===== config.mk =====
export PLATFORM = sky130hd
export DESIGN_NAME = cp0_regfile
export DESIGN_NICKNAME = d
export VERILOG_FILES = /design/src/rtl/cp0_regfile.sv
export SDC_FILE = /design/constraint.sdc
export NUM_CORES = 1
export LEC_CHECK = 0
export BUFFER_PORTS_ARGS = -buffer_cell sky130_fd_sc_hd__buf_2
export CORE_ASPECT_RATIO = 1.5
export CORE_MARGIN = 1
export CORE_UTILIZATION = 40
export CTS_CLUSTER_DIAMETER = 200
export DETAILED_ROUTE_END_ITERATION = 16
export PLACE_DENSITY = 0.73
export SLEW_MARGIN = 20
export SYNTH_ARGS = -nofsm -noshare
export SYNTH_HDL_FRONTEND = slang
export SYNTH_SLANG_ARGS = --single-unit

===== constraint.sdc =====
create_clock -name clk -period 5.2 [get_ports clk]
set_input_delay 0.26 -clock clk [delete_from_list [all_inputs] [get_ports clk]]
set_output_delay 0.26 -clock clk [all_outputs]
set_load 0.05 [all_outputs]

===== src/rtl/cp0_regfile.sv =====
// MIPS-style CP0 register file: Status/Cause/EPC/BadVAddr, exception entry and ERET redirect.
// Optional Count/Compare timer is compiled in when CP0_TIMER_INT_EN is defined.
module cp0_regfile (
    input  logic        clk,
    input  logic        rst,
    input  logic        we,
    input  logic [4:0]  waddr,
    input  logic [31:0] wdata,
    input  logic [4:0]  raddr,
    output logic [31:0] rdata,
    input  logic [5:0]  int_i,
    input  logic [31:0] exception_type,
    input  logic [31:0] current_pc,
    input  logic        in_delay_slot,
    input  logic [31:0] bad_addr,
    output logic [31:0] status_o,
    output logic [31:0] cause_o,
    output logic [31:0] epc_o,
    output logic        flush,
    output logic [31:0] new_pc,
    output logic        timer_int_o
);

    localparam logic [31:0] EXC_INT        = 32'h1;
    localparam logic [31:0] EXC_INST_ADDR  = 32'h4;
    localparam logic [31:0] EXC_DATA_ADDRL = 32'h5;
    localparam logic [31:0] EXC_DATA_ADDRS = 32'h6;
    localparam logic [31:0] EXC_SYSCALL    = 32'h8;
    localparam logic [31:0] EXC_BREAK      = 32'h9;
    localparam logic [31:0] EXC_RI         = 32'ha;
    localparam logic [31:0] EXC_OVF        = 32'hc;
    localparam logic [31:0] EXC_ERET       = 32'he;
    localparam logic [31:0] EXC_VECTOR     = 32'hBFC0_0380;

    localparam logic [4:0] REG_BADVADDR = 5'd8;
    localparam logic [4:0] REG_COUNT    = 5'd9;
    localparam logic [4:0] REG_COMPARE  = 5'd11;
    localparam logic [4:0] REG_STATUS   = 5'd12;
    localparam logic [4:0] REG_CAUSE    = 5'd13;
    localparam logic [4:0] REG_EPC      = 5'd14;

    logic [7:0]  r_im;
    logic        r_exl;
    logic        r_ie;
    logic        r_bd;
    logic [5:0]  r_ip_hw;
    logic [1:0]  r_ip_sw;
    logic [4:0]  r_exccode;
    logic [31:0] r_epc;
    logic [31:0] r_badvaddr;

    logic        w_is_exc;
    logic        w_is_eret;
    logic        w_mtc0;
    logic [4:0]  w_exccode;
    logic        w_ti;
    logic [31:0] w_count;
    logic [31:0] w_compare;
    logic [31:0] w_status;
    logic [31:0] w_cause;

    always_comb begin
        w_is_exc  = 1'b1;
        w_exccode = 5'd0;
        case (exception_type)
            EXC_INT:        w_exccode = 5'd0;
            EXC_INST_ADDR:  w_exccode = 5'd4;
            EXC_DATA_ADDRL: w_exccode = 5'd4;
            EXC_DATA_ADDRS: w_exccode = 5'd5;
            EXC_SYSCALL:    w_exccode = 5'd8;
            EXC_BREAK:      w_exccode = 5'd9;
            EXC_RI:         w_exccode = 5'd10;
            EXC_OVF:        w_exccode = 5'd12;
            default:        w_is_exc  = 1'b0;
        endcase
    end

    assign w_is_eret = (exception_type == EXC_ERET);
    // Any committed exception or ERET in the same cycle swallows the MTC0.
    assign w_mtc0    = we && !w_is_exc && !w_is_eret;

`ifdef CP0_TIMER_INT_EN
    logic        r_tick;
    logic        r_ti;
    logic [31:0] r_count;
    logic [31:0] r_compare;

    always_ff @(posedge clk) begin
        if (rst) begin
            r_tick    <= 1'b0;
            r_ti      <= 1'b0;
            r_count   <= 32'h0;
            r_compare <= 32'h0;
        end else begin
            r_tick <= ~r_tick;
            if (w_mtc0 && waddr == REG_COUNT)
                r_count <= wdata;
            else if (r_tick)
                r_count <= r_count + 32'd1;
            if (w_mtc0 && waddr == REG_COMPARE) begin
                r_compare <= wdata;
                r_ti      <= 1'b0;
            end else if (r_count == r_compare) begin
                r_ti <= 1'b1;
            end
        end
    end

    assign w_ti      = r_ti;
    assign w_count   = r_count;
    assign w_compare = r_compare;
`else
    assign w_ti      = 1'b0;
    assign w_count   = 32'h0;
    assign w_compare = 32'h0;
`endif

    always_ff @(posedge clk) begin
        if (rst) begin
            r_im       <= 8'h0;
            r_exl      <= 1'b0;
            r_ie       <= 1'b0;
            r_bd       <= 1'b0;
            r_ip_hw    <= 6'h0;
            r_ip_sw    <= 2'h0;
            r_exccode  <= 5'h0;
            r_epc      <= 32'h0;
            r_badvaddr <= 32'h0;
        end else begin
            r_ip_hw <= {int_i[5] | w_ti, int_i[4:0]};
            if (w_is_exc) begin
                r_exl     <= 1'b1;
                r_exccode <= w_exccode;
                // Nested exceptions keep the original return point.
                if (!r_exl) begin
                    r_epc <= in_delay_slot ? current_pc - 32'd4 : current_pc;
                    r_bd  <= in_delay_slot;
                end
                if (exception_type == EXC_INST_ADDR)
                    r_badvaddr <= current_pc;
                else if (exception_type == EXC_DATA_ADDRL || exception_type == EXC_DATA_ADDRS)
                    r_badvaddr <= bad_addr;
            end else if (w_is_eret) begin
                r_exl <= 1'b0;
            end else if (w_mtc0) begin
                case (waddr)
                    REG_STATUS: begin
                        r_im  <= wdata[15:8];
                        r_exl <= wdata[1];
                        r_ie  <= wdata[0];
                    end
                    REG_CAUSE: r_ip_sw <= wdata[9:8];
                    REG_EPC:   r_epc   <= wdata;
                    default: ;
                endcase
            end
        end
    end

    // Bit 22 (BEV) is hardwired to 1.
    assign w_status = {9'h0, 1'b1, 6'h0, r_im, 6'h0, r_exl, r_ie};
    assign w_cause  = {r_bd, w_ti, 14'h0, r_ip_hw, r_ip_sw, 1'b0, r_exccode, 2'b00};

    always_comb begin
        rdata = 32'h0;
        case (raddr)
            REG_BADVADDR: rdata = r_badvaddr;
            REG_COUNT:    rdata = w_count;
            REG_COMPARE:  rdata = w_compare;
            REG_STATUS:   rdata = w_status;
            REG_CAUSE:    rdata = w_cause;
            REG_EPC:      rdata = r_epc;
            default:      rdata = 32'h0;
        endcase
    end

    always_comb begin
        flush  = 1'b0;
        new_pc = 32'h0;
        if (w_is_exc) begin
            flush  = 1'b1;
            new_pc = EXC_VECTOR;
        end else if (w_is_eret) begin
            flush  = 1'b1;
            new_pc = r_epc;
        end
    end

    assign status_o    = w_status;
    assign cause_o     = w_cause;
    assign epc_o       = r_epc;
    assign timer_int_o = w_ti;

endmodule


==> impl_metrics.ini <==
[status]
status = complete, no violations

[logic_synthesis]
synth_top_cell_by_area = dfxtp_1
synth_top_area_share_pct = 30.2
async_flop_share_pct = 0
yosysMostFrequentCell = dfxtp_1
netlist_area_um2 = 5760
synth_ff_type = dfxtp_1
syn_inst = 692
synth.top_cells.by_area = dfxtp_1 (30%), mux2i_1 (8.5%), buf_4 (6.6%), nor2_1 (5.5%), a211oi_1 (4.7%)
synth_edf_count = 0
synth-seq-area-share_pct = 30.2
ys_types = 64
synth.avg_cell_area_um2 = 8.32
synth_seq_cells = 87
ys_warn_count = 0
yosys-top-cells-count = dfxtp_1 (87), nor2_1 (84), nand2_1 (58)

[worst_setup_path]
cp_slowest_cell = and4bb_4
cp-start-kind = input pin
crit_type = input pin to output pin
critPathCaptureType = output pin
required_ps = 4940
cpMostUsedCell = buf_2
cp_max_fo = 49
arrival_ps = 2600
worstPathCellList = buf_2, nor4_1, nand3_1, and4bb_4, buf_4, or2_2, buf_2
max_stage_delay_ps = 680

[clock_network]
cts_setup_buffers = 0
clock_latency_ps = 340
cts_root_buffer = clkbuf_16
htreeDepth = 3
postCtsHoldBufs = 0
cts_resized = 0
cts.sinks = 87
clock_tree.buffer_depth = 2
clkTransAtPathRegs_ps = 70
cts_buffers = 9
cts_tree = yes

[place]
io_buffers = 267
place_area_um2 = 6900
gp_congestion = 0.858
dpl.hpwl_um = 14500
dp_cells = 1096

[timing]
slew-limit-headroom_pct = 35.3
worst_pin_slew_ps = 971
slew_violations = 0
grt_setup_unrepaired = false
tns_ps = 0
fin_crit_sh_pct = 55.1
skew_ps = 6.93
fmax_mhz = 349
min_period_ps = 2860
setup_viol = 0
finalHoldViolCount = 0

[cells_and_area]
instances_no_fill = 1113
n_fill_cell = 1438
nNetsFinal = 1064
post-route-util_pct = 51.3
syn2layout_area_growth_pct = 25.1
stdcell_area_um2 = 7210
drive_gt1_share_pct = 34.3

[route]
wl_per_cell_um = 17.4
via_per_inst = 5.32
drt-initial-drc-count = 178
first_pass_iters = 5
drc = 0
wl_um = 19400
ant_nets = 0
vias = 5921

[grt]
grt_max_degree = 88
grt_first_pass_wirelength_um = 29100
grt-ovfl-total = 0
grt_pass1_vias = 5547
antenna_found_initial = 1
grt_usage_pct = 25.6

[floorplanning]
die-area_um2 = 14900
initial_core_util_pct = 41.0
io_pins = 310
fp.dieH_um = 149
core_area_um2 = 14100
core.rowCount = 53
die_w_um = 100

[power_and_ir_drop]
ir_worst_vdd_mv = 0.126
power.density_nw_per_um2 = 220
finalPower_mw = 1.58
p_leak_nw = 3.35

[run]
cap_violations = 0

[min_path]
hold_path_class = input pin to register
==> cells in the final DEF, fill, tap and decap left out, types with 16 or more instances in the layout <==
cell      count
dfxtp_1      87
a21oi_1      30
a211oi_1     36
buf_2       267
mux2i_1      49
a22oi_1      16
nand2_1      58
and2_1       21
a22o_1       16
nor2_1       83
conb_1       42
xor2_1       22
==> routing by layer <==
metal	global-route usage, %	wire, um	vias to the layer above
li1	-	-	2844
met1	26.4	7130	2756
met2	49.1	10600	286
met3	4.97	1150	35
met4	10.9	517	0
met5	0	0	-
==> logic make-up (layout without fill, tap and decap cells) <==
| kind of cell | Yosys count | in the layout | synth area share (%) |
|---|---|---|---|
| buffers and inverters | 116 | 304 | 12.7 |
| muxes | 49 | 49 | 8.52 |
| and+or+nand+nor | 244 | 244 | 22.6 |
| AOI/OAI and AO/OA | 165 | 165 | 21.4 |
| other | 2 | 43 | 0.130 |
| xor gates and xnor gates | 28 | 28 | 4.26 |
| adders and majority gates | 1 | 1 | 0.217 |
| DFF | 87 | 87 | 30.2 |
==> layout make-up <==
class,instances,area [um^2],area share (%)
antenna,1,2.50,0.0347
clock buffer,12,246,3.42
clock inverter,4,55.1,0.764
inverter,11,41.3,0.573
multi-input combinational,529,3470,48.1
sequential,87,1740,24.2
tap,192,240,3.33
timing repair buffer,277,1410,19.6
==> where the power goes <==
group / total, mW / leakage, nW / switching [mW] / internal (mW)
clock: 0.668 / 0.143 / 0.280 / 0.388
sequential: 0.675 / 0.703 / 0.00384 / 0.671
combinational: 0.241 / 2.51 / 0.173 / 0.0680
total: 1.58 / 3.35 / 0.456 / 1.13
==> worst max-delay path, delay by kind of cell <==
family        cells  cell delay (ps)
simple gates      4             1440
buf+inv           3              890
==> per-stage QoR <==
| stage | setup WS [ps] | hold WS (ps) |
|---|---|---|
| floorplan | 2920 | 388 |
| global placement | 2320 | 470 |
| detailed placement | 2310 | 474 |
| CTS | 2310 | 111 |
| global route | 2180 | 114 |
| finish | 2340 | 123 |
==> state kept, by name, summed over array words and instances (netlist names) <==
signal      cells
epc_o          32
r_badvaddr     32
r_bd            1
r_exccode       4
r_exl           1
r_ie            1
r_im            8
r_ip_hw         6
r_ip_sw         2
==> final timing paths <==
kind                                          from          to  slack (ps)  cells past startpoint
worst min register to register           epc_o[19]   epc_o[19]         480                      2
worst min-delay path                      int_i[0]  r_ip_hw[0]         120                      2
worst max register to register               r_exl   epc_o[22]        3400                      5
worst max-delay path            exception_type[18]       flush        2340                      7
(Power assumes the default switching activity.)
